[src/rtl/ctrl_pkg.sv]
// Shared encodings for the accumulator processor control unit and its datapath muxes.
package ctrl_pkg;

  // Opcode field IR[15:12]
  localparam logic [3:0] OpAddi = 4'h0;
  localparam logic [3:0] OpAdd  = 4'h1;
  localparam logic [3:0] OpSub  = 4'h2;
  localparam logic [3:0] OpAnd  = 4'h3;
  localparam logic [3:0] OpOr   = 4'h4;
  localparam logic [3:0] OpLw   = 4'h5;
  localparam logic [3:0] OpSw   = 4'h6;
  localparam logic [3:0] OpLi   = 4'h7;
  localparam logic [3:0] OpBeq  = 4'h8;
  localparam logic [3:0] OpBne  = 4'h9;
  localparam logic [3:0] OpJ    = 4'hA;
  localparam logic [3:0] OpJal  = 4'hB;
  localparam logic [3:0] OpRet  = 4'hC;
  localparam logic [3:0] OpIn   = 4'hD;
  localparam logic [3:0] OpOut  = 4'hE;
  localparam logic [3:0] OpHalt = 4'hF;

  typedef enum logic [3:0] {
    StFetch  = 4'd0,
    StDecode = 4'd1,
    StExecI  = 4'd2,
    StMemRd  = 4'd3,
    StExecM  = 4'd4,
    StWb     = 4'd5,
    StMemWr  = 4'd6,
    StBranch = 4'd7,
    StJump   = 4'd8,
    StPush   = 4'd9,
    StPopInc = 4'd10,
    StPopRd  = 4'd11,
    StRetPc  = 4'd12,
    StOutW   = 4'd13,
    StHalt   = 4'd14
  } state_e;

  localparam logic [1:0] IordPc     = 2'b00;
  localparam logic [1:0] IordImm    = 2'b01;
  localparam logic [1:0] IordAluOut = 2'b10;
  localparam logic [1:0] IordSp     = 2'b11;

  localparam logic [1:0] PcSrcAlu    = 2'b00;
  localparam logic [1:0] PcSrcAluOut = 2'b01;
  localparam logic [1:0] PcSrcImm    = 2'b10;
  localparam logic [1:0] PcSrcMdr    = 2'b11;

  localparam logic [1:0] AccSrcAluOut = 2'b00;
  localparam logic [1:0] AccSrcMdr    = 2'b01;
  localparam logic [1:0] AccSrcImm    = 2'b10;
  localparam logic [1:0] AccSrcIn     = 2'b11;

  localparam logic [1:0] AluBOne = 2'b00;
  localparam logic [1:0] AluBImm = 2'b01;
  localparam logic [1:0] AluBMdr = 2'b10;

  localparam logic [2:0] AluAdd = 3'b000;
  localparam logic [2:0] AluSub = 3'b001;
  localparam logic [2:0] AluAnd = 3'b010;
  localparam logic [2:0] AluOr  = 3'b011;

  localparam logic [1:0] BrNone = 2'b00;
  localparam logic [1:0] BrEq   = 2'b01;
  localparam logic [1:0] BrNe   = 2'b10;

  localparam logic [1:0] DataSrcPc  = 2'b00;
  localparam logic [1:0] DataSrcAcc = 2'b01;

  // Non-ALU control outputs, registered as one bundle
  typedef struct packed {
    logic       pc_write;
    logic       jump;
    logic [1:0] branch;
    logic [1:0] pc_src;
    logic [1:0] iord;
    logic [1:0] data_src;
    logic       mem_read;
    logic       mem_write;
    logic       ir_write;
    logic       acc_write;
    logic [1:0] acc_src;
    logic       sp_write;
    logic       sp_dec;
    logic       out_write;
    logic       halted;
    logic       illegal_op;
  } ctrl_t;

endpackage

[src/rtl/alu_op_decode.sv]
// ALU operation and operand-select decode for a given control state and opcode.
module alu_op_decode
  import ctrl_pkg::*;
(
  input  logic [3:0] opcode,
  input  state_e     state,
  output logic [2:0] alu_op,
  output logic       alu_src_a,
  output logic [1:0] alu_src_b
);

  // Per-state ALU setup; EXEC_M takes its operation from the opcode
  always_comb begin
    alu_op    = AluAdd;
    alu_src_a = 1'b0;
    alu_src_b = AluBOne;
    unique case (state)
      StDecode: alu_src_b = AluBImm;
      StExecI: begin
        alu_src_a = 1'b1;
        alu_src_b = AluBImm;
      end
      StExecM: begin
        alu_src_a = 1'b1;
        alu_src_b = AluBMdr;
        unique case (opcode)
          OpSub:   alu_op = AluSub;
          OpAnd:   alu_op = AluAnd;
          OpOr:    alu_op = AluOr;
          default: alu_op = AluAdd;
        endcase
      end
      default: ;
    endcase
  end

endmodule

[src/rtl/control_fsm.sv]
// Multicycle control unit for the 16-bit accumulator processor.
// Define CTRL_STACK_OPS_EN to build JAL/RET; otherwise opcodes B and C decode as illegal.
// All outputs are registered; they are computed from the next state so they line up with State.
module control_fsm
  import ctrl_pkg::*;
(
  input  logic       CLK,
  input  logic       Reset,
  input  logic [3:0] Opcode,
  output logic       PCWrite,
  output logic       Jump,
  output logic [1:0] Branch,
  output logic [1:0] PCSrc,
  output logic [1:0] IorD,
  output logic [1:0] DataSrc,
  output logic       MemRead,
  output logic       MemWrite,
  output logic       IRWrite,
  output logic       AccWrite,
  output logic [1:0] AccSrc,
  output logic       ALUSrcA,
  output logic [1:0] ALUSrcB,
  output logic [2:0] ALUOp,
  output logic       SPWrite,
  output logic       SPDec,
  output logic       OutWrite,
  output logic       Halted,
  output logic       IllegalOp,
  output logic [3:0] State
);

`ifdef CTRL_STACK_OPS_EN
  localparam bit StackEn = 1'b1;
`else
  localparam bit StackEn = 1'b0;
`endif

  state_e     state_q, state_d;
  logic       run_q;
  ctrl_t      ctrl_q, ctrl_d;
  logic [2:0] alu_op_d, alu_op_q;
  logic       alu_src_a_d, alu_src_a_q;
  logic [1:0] alu_src_b_d, alu_src_b_q;
  logic       op_illegal;

  assign op_illegal = !StackEn && ((Opcode == OpJal) || (Opcode == OpRet));

  alu_op_decode u_alu_op_decode (
    .opcode    (Opcode),
    .state     (state_d),
    .alu_op    (alu_op_d),
    .alu_src_a (alu_src_a_d),
    .alu_src_b (alu_src_b_d)
  );

  // Next-state sequencing; the first cycle after reset release is spent in FETCH
  always_comb begin
    state_d = state_q;
    if (!run_q) begin
      state_d = StFetch;
    end else begin
      unique case (state_q)
        StFetch: state_d = StDecode;
        StDecode: begin
          unique case (Opcode)
            OpAddi:                           state_d = StExecI;
            OpAdd, OpSub, OpAnd, OpOr, OpLw:  state_d = StMemRd;
            OpSw:                             state_d = StMemWr;
            OpLi, OpIn:                       state_d = StWb;
            OpBeq, OpBne:                     state_d = StBranch;
            OpJ:                              state_d = StJump;
`ifdef CTRL_STACK_OPS_EN
            OpJal:                            state_d = StPush;
            OpRet:                            state_d = StPopInc;
`endif
            OpOut:                            state_d = StOutW;
            OpHalt:                           state_d = StHalt;
            default:                          state_d = StFetch;
          endcase
        end
        StExecI:  state_d = StWb;
        StMemRd:  state_d = (Opcode == OpLw) ? StWb : StExecM;
        StExecM:  state_d = StWb;
        StHalt:   state_d = StHalt;
`ifdef CTRL_STACK_OPS_EN
        StPush:   state_d = StJump;
        StPopInc: state_d = StPopRd;
        StPopRd:  state_d = StRetPc;
`endif
        default:  state_d = StFetch;
      endcase
    end
  end

  // Output bundle for the state being entered
  always_comb begin
    ctrl_d = '0;
    unique case (state_d)
      StFetch: begin
        ctrl_d.iord     = IordPc;
        ctrl_d.mem_read = 1'b1;
        ctrl_d.ir_write = 1'b1;
        ctrl_d.pc_write = 1'b1;
        ctrl_d.pc_src   = PcSrcAlu;
      end
      StDecode: ctrl_d.illegal_op = op_illegal;
      StMemRd: begin
        ctrl_d.iord     = IordImm;
        ctrl_d.mem_read = 1'b1;
      end
      StWb: begin
        ctrl_d.acc_write = 1'b1;
        unique case (Opcode)
          OpLw:    ctrl_d.acc_src = AccSrcMdr;
          OpLi:    ctrl_d.acc_src = AccSrcImm;
          OpIn:    ctrl_d.acc_src = AccSrcIn;
          default: ctrl_d.acc_src = AccSrcAluOut;
        endcase
      end
      StMemWr: begin
        ctrl_d.iord      = IordImm;
        ctrl_d.data_src  = DataSrcAcc;
        ctrl_d.mem_write = 1'b1;
      end
      StBranch: begin
        ctrl_d.branch = (Opcode == OpBne) ? BrNe : BrEq;
        ctrl_d.pc_src = PcSrcAluOut;
      end
      StJump: begin
        ctrl_d.jump   = 1'b1;
        ctrl_d.pc_src = PcSrcImm;
      end
`ifdef CTRL_STACK_OPS_EN
      StPush: begin
        // Stores PC+1 at SP, then post-decrements (empty-descending stack)
        ctrl_d.iord      = IordSp;
        ctrl_d.data_src  = DataSrcPc;
        ctrl_d.mem_write = 1'b1;
        ctrl_d.sp_write  = 1'b1;
        ctrl_d.sp_dec    = 1'b1;
      end
      StPopInc: ctrl_d.sp_write = 1'b1;
      StPopRd: begin
        ctrl_d.iord     = IordSp;
        ctrl_d.mem_read = 1'b1;
      end
      StRetPc: begin
        ctrl_d.jump   = 1'b1;
        ctrl_d.pc_src = PcSrcMdr;
      end
`endif
      StOutW:  ctrl_d.out_write = 1'b1;
      StHalt:  ctrl_d.halted    = 1'b1;
      default: ;
    endcase
  end

  // State and registered outputs; async reset drops every strobe at once
  always_ff @(posedge CLK or negedge Reset) begin
    if (!Reset) begin
      state_q     <= StFetch;
      run_q       <= 1'b0;
      ctrl_q      <= '0;
      alu_op_q    <= AluAdd;
      alu_src_a_q <= 1'b0;
      alu_src_b_q <= AluBOne;
    end else begin
      state_q     <= state_d;
      run_q       <= 1'b1;
      ctrl_q      <= ctrl_d;
      alu_op_q    <= alu_op_d;
      alu_src_a_q <= alu_src_a_d;
      alu_src_b_q <= alu_src_b_d;
    end
  end

  assign PCWrite   = ctrl_q.pc_write;
  assign Jump      = ctrl_q.jump;
  assign Branch    = ctrl_q.branch;
  assign PCSrc     = ctrl_q.pc_src;
  assign IorD      = ctrl_q.iord;
  assign DataSrc   = ctrl_q.data_src;
  assign MemRead   = ctrl_q.mem_read;
  assign MemWrite  = ctrl_q.mem_write;
  assign IRWrite   = ctrl_q.ir_write;
  assign AccWrite  = ctrl_q.acc_write;
  assign AccSrc    = ctrl_q.acc_src;
  assign ALUSrcA   = alu_src_a_q;
  assign ALUSrcB   = alu_src_b_q;
  assign ALUOp     = alu_op_q;
  assign SPWrite   = ctrl_q.sp_write & StackEn;
  assign SPDec     = ctrl_q.sp_dec & StackEn;
  assign OutWrite  = ctrl_q.out_write;
  assign Halted    = ctrl_q.halted;
  assign IllegalOp = ctrl_q.illegal_op;
  assign State     = state_q;

endmodule

[config.mk]
export PLATFORM = sky130hd
export DESIGN_NAME = control_fsm
export DESIGN_NICKNAME = d
export VERILOG_FILES = /design/src/rtl/ctrl_pkg.sv /design/src/rtl/alu_op_decode.sv /design/src/rtl/control_fsm.sv
export SDC_FILE = /design/constraint.sdc
export NUM_CORES = 1
export LEC_CHECK = 0
export ABC_AREA = 1
export ABC_CLOCK_PERIOD_IN_PS = 1300
export CORE_AREA = 2 2 62 64
export CTS_CLUSTER_SIZE = 14
export DETAILED_ROUTE_END_ITERATION = 10
export DIE_AREA = 0 0 64 66
export GPL_ROUTABILITY_DRIVEN = 1
export PLACE_DENSITY_LB_ADDON = 0.1
export SYNTH_ARGS = -nofsm -noshare
export SYNTH_HDL_FRONTEND = slang
export SYNTH_SLANG_ARGS = --single-unit
[constraint.sdc]
create_clock -name CLK -period 1.3 [get_ports CLK]
set_input_delay 0.195 -clock CLK [delete_from_list [all_inputs] [get_ports CLK]]
set_output_delay 0.195 -clock CLK [all_outputs]
set_load 0.02 [all_outputs]
==> impl_metrics.yaml <==
critical_path:
  r2r-end: "ALUSrcB[0]"
  criticalPathCategory: "reg -> reg"
  r2r_cells: 9
  reg2reg_from: "State[2]"
  crit_arrival_ps: 1760
  crit_fanout: 4
  crit_required_ps: 1560
  critPathLaunchType: "register"
  cp-end-kind: "register"
  reg2reg_slack_ps: -200
logic_synthesis:
  ys_types: 20
  ys.flop_type: "dfrtp_1"
  synthArstFlopShare_pct: 100
  synth_edf_count: 0
  synth_top_area_share_pct: 45.8
  yosysSeqAreaShare_pct: 45.8
  ys_seq_elements: 25
  synth_warnings: 0
  syn_inst: 167
  synth_area_um2: 1370
  synth_area_leaders: "dfrtp_1 (46%), nand2_1 (9.9%), inv_1 (7.1%)"
  synth_top_cell_by_area: "dfrtp_1"
  avgSynthCellArea_um2: 8.18
  synth_common_cells: "nand2_1 (36), inv_1 (26), dfrtp_1 (25), nor2_1 (16), nand2_2 (11)"
  synth.most_common_cell: "nand2_1"
outcome:
  violations: "setup timing"
  status: "finished, violations left"
job:
  max-cap-violations: 0
sta:
  fmax_ghz: 0.668
  finalCritPeriodShare_pct: 115
  hold_violations: 0
  drv_slew: 0
  fin_ws_ps: -197
  min_period_ps: 1500
  finalSetupViolCount: 23
  fin_worst_skew_ps: 12.7
  rsz0062_at_grt: "true"
  finalSetupTns_ps: -3420
cells_and_area:
  seq_area_um2: 631
  final_nets: 236
  final_util_pct: 55.9
  layout-drive-gt1-share_pct: 37.2
  syn_to_final_growth_pct: 45.2
  fin_cells: 271
  antenna_cells: 0
  fill_cells: 324
  final_area_um2: 1980
  multiInputGateArea_um2: 662
die:
  die_h_um: 66
  rows: 22
  die_w_um: 64
  dieArea_um2: 4220
  core-area_um2: 3550
  start_util_pct: 38.5
  io_pins: 37
placed_design:
  hpwl_um: 2190
  dpl_cell_area_um2: 1840
  gp_congestion: 0.912
  port_buffers: 31
  dp.cells: 262
detailed_routing:
  avgRoutedWirePerCell_um: 10.3
  drtIter0Drc: 21
  antenna_left: 0
  routed_wl_um: 2790
  viasPerCell: 4.28
  vias: 1160
  post-route-drc-count: 0
  drt_first_pass_iters: 4
clock_network:
  clkTransAtPathRegs_ps: 140
  clk_latency_ps: 320
  clockBufferDepth: 2
  cts.sinks: 25
  htreeDepth: 1
  cts_tree: "done"
  cts_inserted_buffers: 3
  root_buffer: "clkbuf_4"
grt:
  grt_max_degree: 26
  grt_pass1_wl_um: 4940
  grt_pass1_vias: 1178
  antenna_found_initial: 0
  overflow: 0
  grt_usage_pct: 14.8
min_path:
  min-delay-path-class: "in -> reg"
  min-delay-start: "Opcode[2]"
  hold_depth: 3
  whs_endpoint: "AccSrc[0]"
pwr:
  power_leakage_nw: 1.15
  power_density_nw_per_um2: 906
  ir_drop_v: 0.000326
kinds of logic after synthesis:
| family | Yosys count | share of synthesized area, % |
|---|---|---|
| adder cells (fa/ha/maj) | 6 | 5.49 |
| flip-flops | 25 | 45.8 |
| other | 2 | 0.550 |
| buffers and inverters | 41 | 14.5 |
| AO/OA/AOI/OAI | 8 | 3.66 |
| AND/OR/NAND/NOR | 85 | 30.0 |
cell usage in the layout (no fill, tap or decap), types with 4 or more instances in the layout:
| cell type | count |
|---|---|
| nor2_4 | 5 |
| nor3_2 | 5 |
| nand3_1 | 7 |
| ha_1 | 6 |
| o21ai_0 | 4 |
| buf_6 | 5 |
| nand2_2 | 9 |
| inv_2 | 8 |
| nor2_1 | 11 |
| dfrtp_1 | 21 |
| nor2_2 | 5 |
| conb_1 | 6 |
| nand2_1 | 33 |
| nand2_4 | 5 |
| dfrtp_2 | 4 |
| inv_1 | 22 |
| dlygate4sd2_1 | 25 |
| buf_4 | 23 |
sequential cells by signal, indices dropped and copies added, names as in the netlist:
| register | flops |
|---|---|
| MemWrite | 1 |
| IorD | 1 |
| ALUSrcB | 2 |
| Halted | 1 |
| IllegalOp | 1 |
| IRWrite | 1 |
| PCSrc | 2 |
| Branch | 2 |
| run_q | 1 |
| AccWrite | 1 |
| Jump | 1 |
| MemRead | 1 |
| ALUOp | 2 |
| AccSrc | 2 |
| ALUSrcA | 1 |
| OutWrite | 1 |
| State | 4 |
worst max path at each step:
stage,from,endpoint,slack (ps),cells past startpoint
floorplan,State[2],ALUSrcA,-60,9
global placement,Opcode[1],Jump,-640,12
detailed placement,Opcode[1],Jump,-660,12
CTS,State[2],IllegalOp,-200,10
global route,State[2],Halted,-300,9
finish,State[2],ALUSrcB[0],-200,9
worst max-delay path: stages (launching register included):
cell and delay, ps:
dfrtp_2 460, nor2_4 130, inv_2 60, nor2_4 140, nand3_1 120, nand2_2 140, nand2_4 90, nor2_4 130
nand2_1 80, nand2_1 80
power by group:
group	leakage [nW]	internal [W]	switching, W
sequential	0.331	0.000824	0.0000305
clock	0.0150	0.000120	0.000224
combinational	0.803	0.000242	0.000357
per-stage QoR:
step,setup WS (ps),total power [W],hold WS [ps]
4_1_cts,-199,0.00174,226
2_1_floorplan,-56.2,0.00118,-101
5_1_grt,-295,0.00192,183
3_3_place_gp,-636,0.00140,575
6_report,-197,0.00180,196
3_5_place_dp,-663,0.00140,579
repair_timing:
item	in CTS	in global routing
resized for setup	49	28
hold buffers	0	0
endpoints found under the setup margin	50	28
pin swaps	3	6
buffers inserted	3	3
cell type report:
cell class | count | share of cell area, %
clock buffer | 4 | 1.32
tap | 48 | 3.03
timing repair buffer | 57 | 24.2
inverter | 32 | 6.31
multi-input combinational | 105 | 33.4
sequential | 25 | 31.8
per-layer routing:
layer / vias to the layer above / wire length [um] / GRT usage [%] / part of all wire [%]
li1: 593 / - / - / -
met1: 531 / 1150 / 16.5 / 41
met2: 30 / 1510 / 27.7 / 54
met3: 6 / 74 / 1.19 / 2.7
met4: 0 / 60 / 8.42 / 2.2
met5: - / 0 / 0 / 0
No activity file was read; power rests on OpenSTA's default activity.
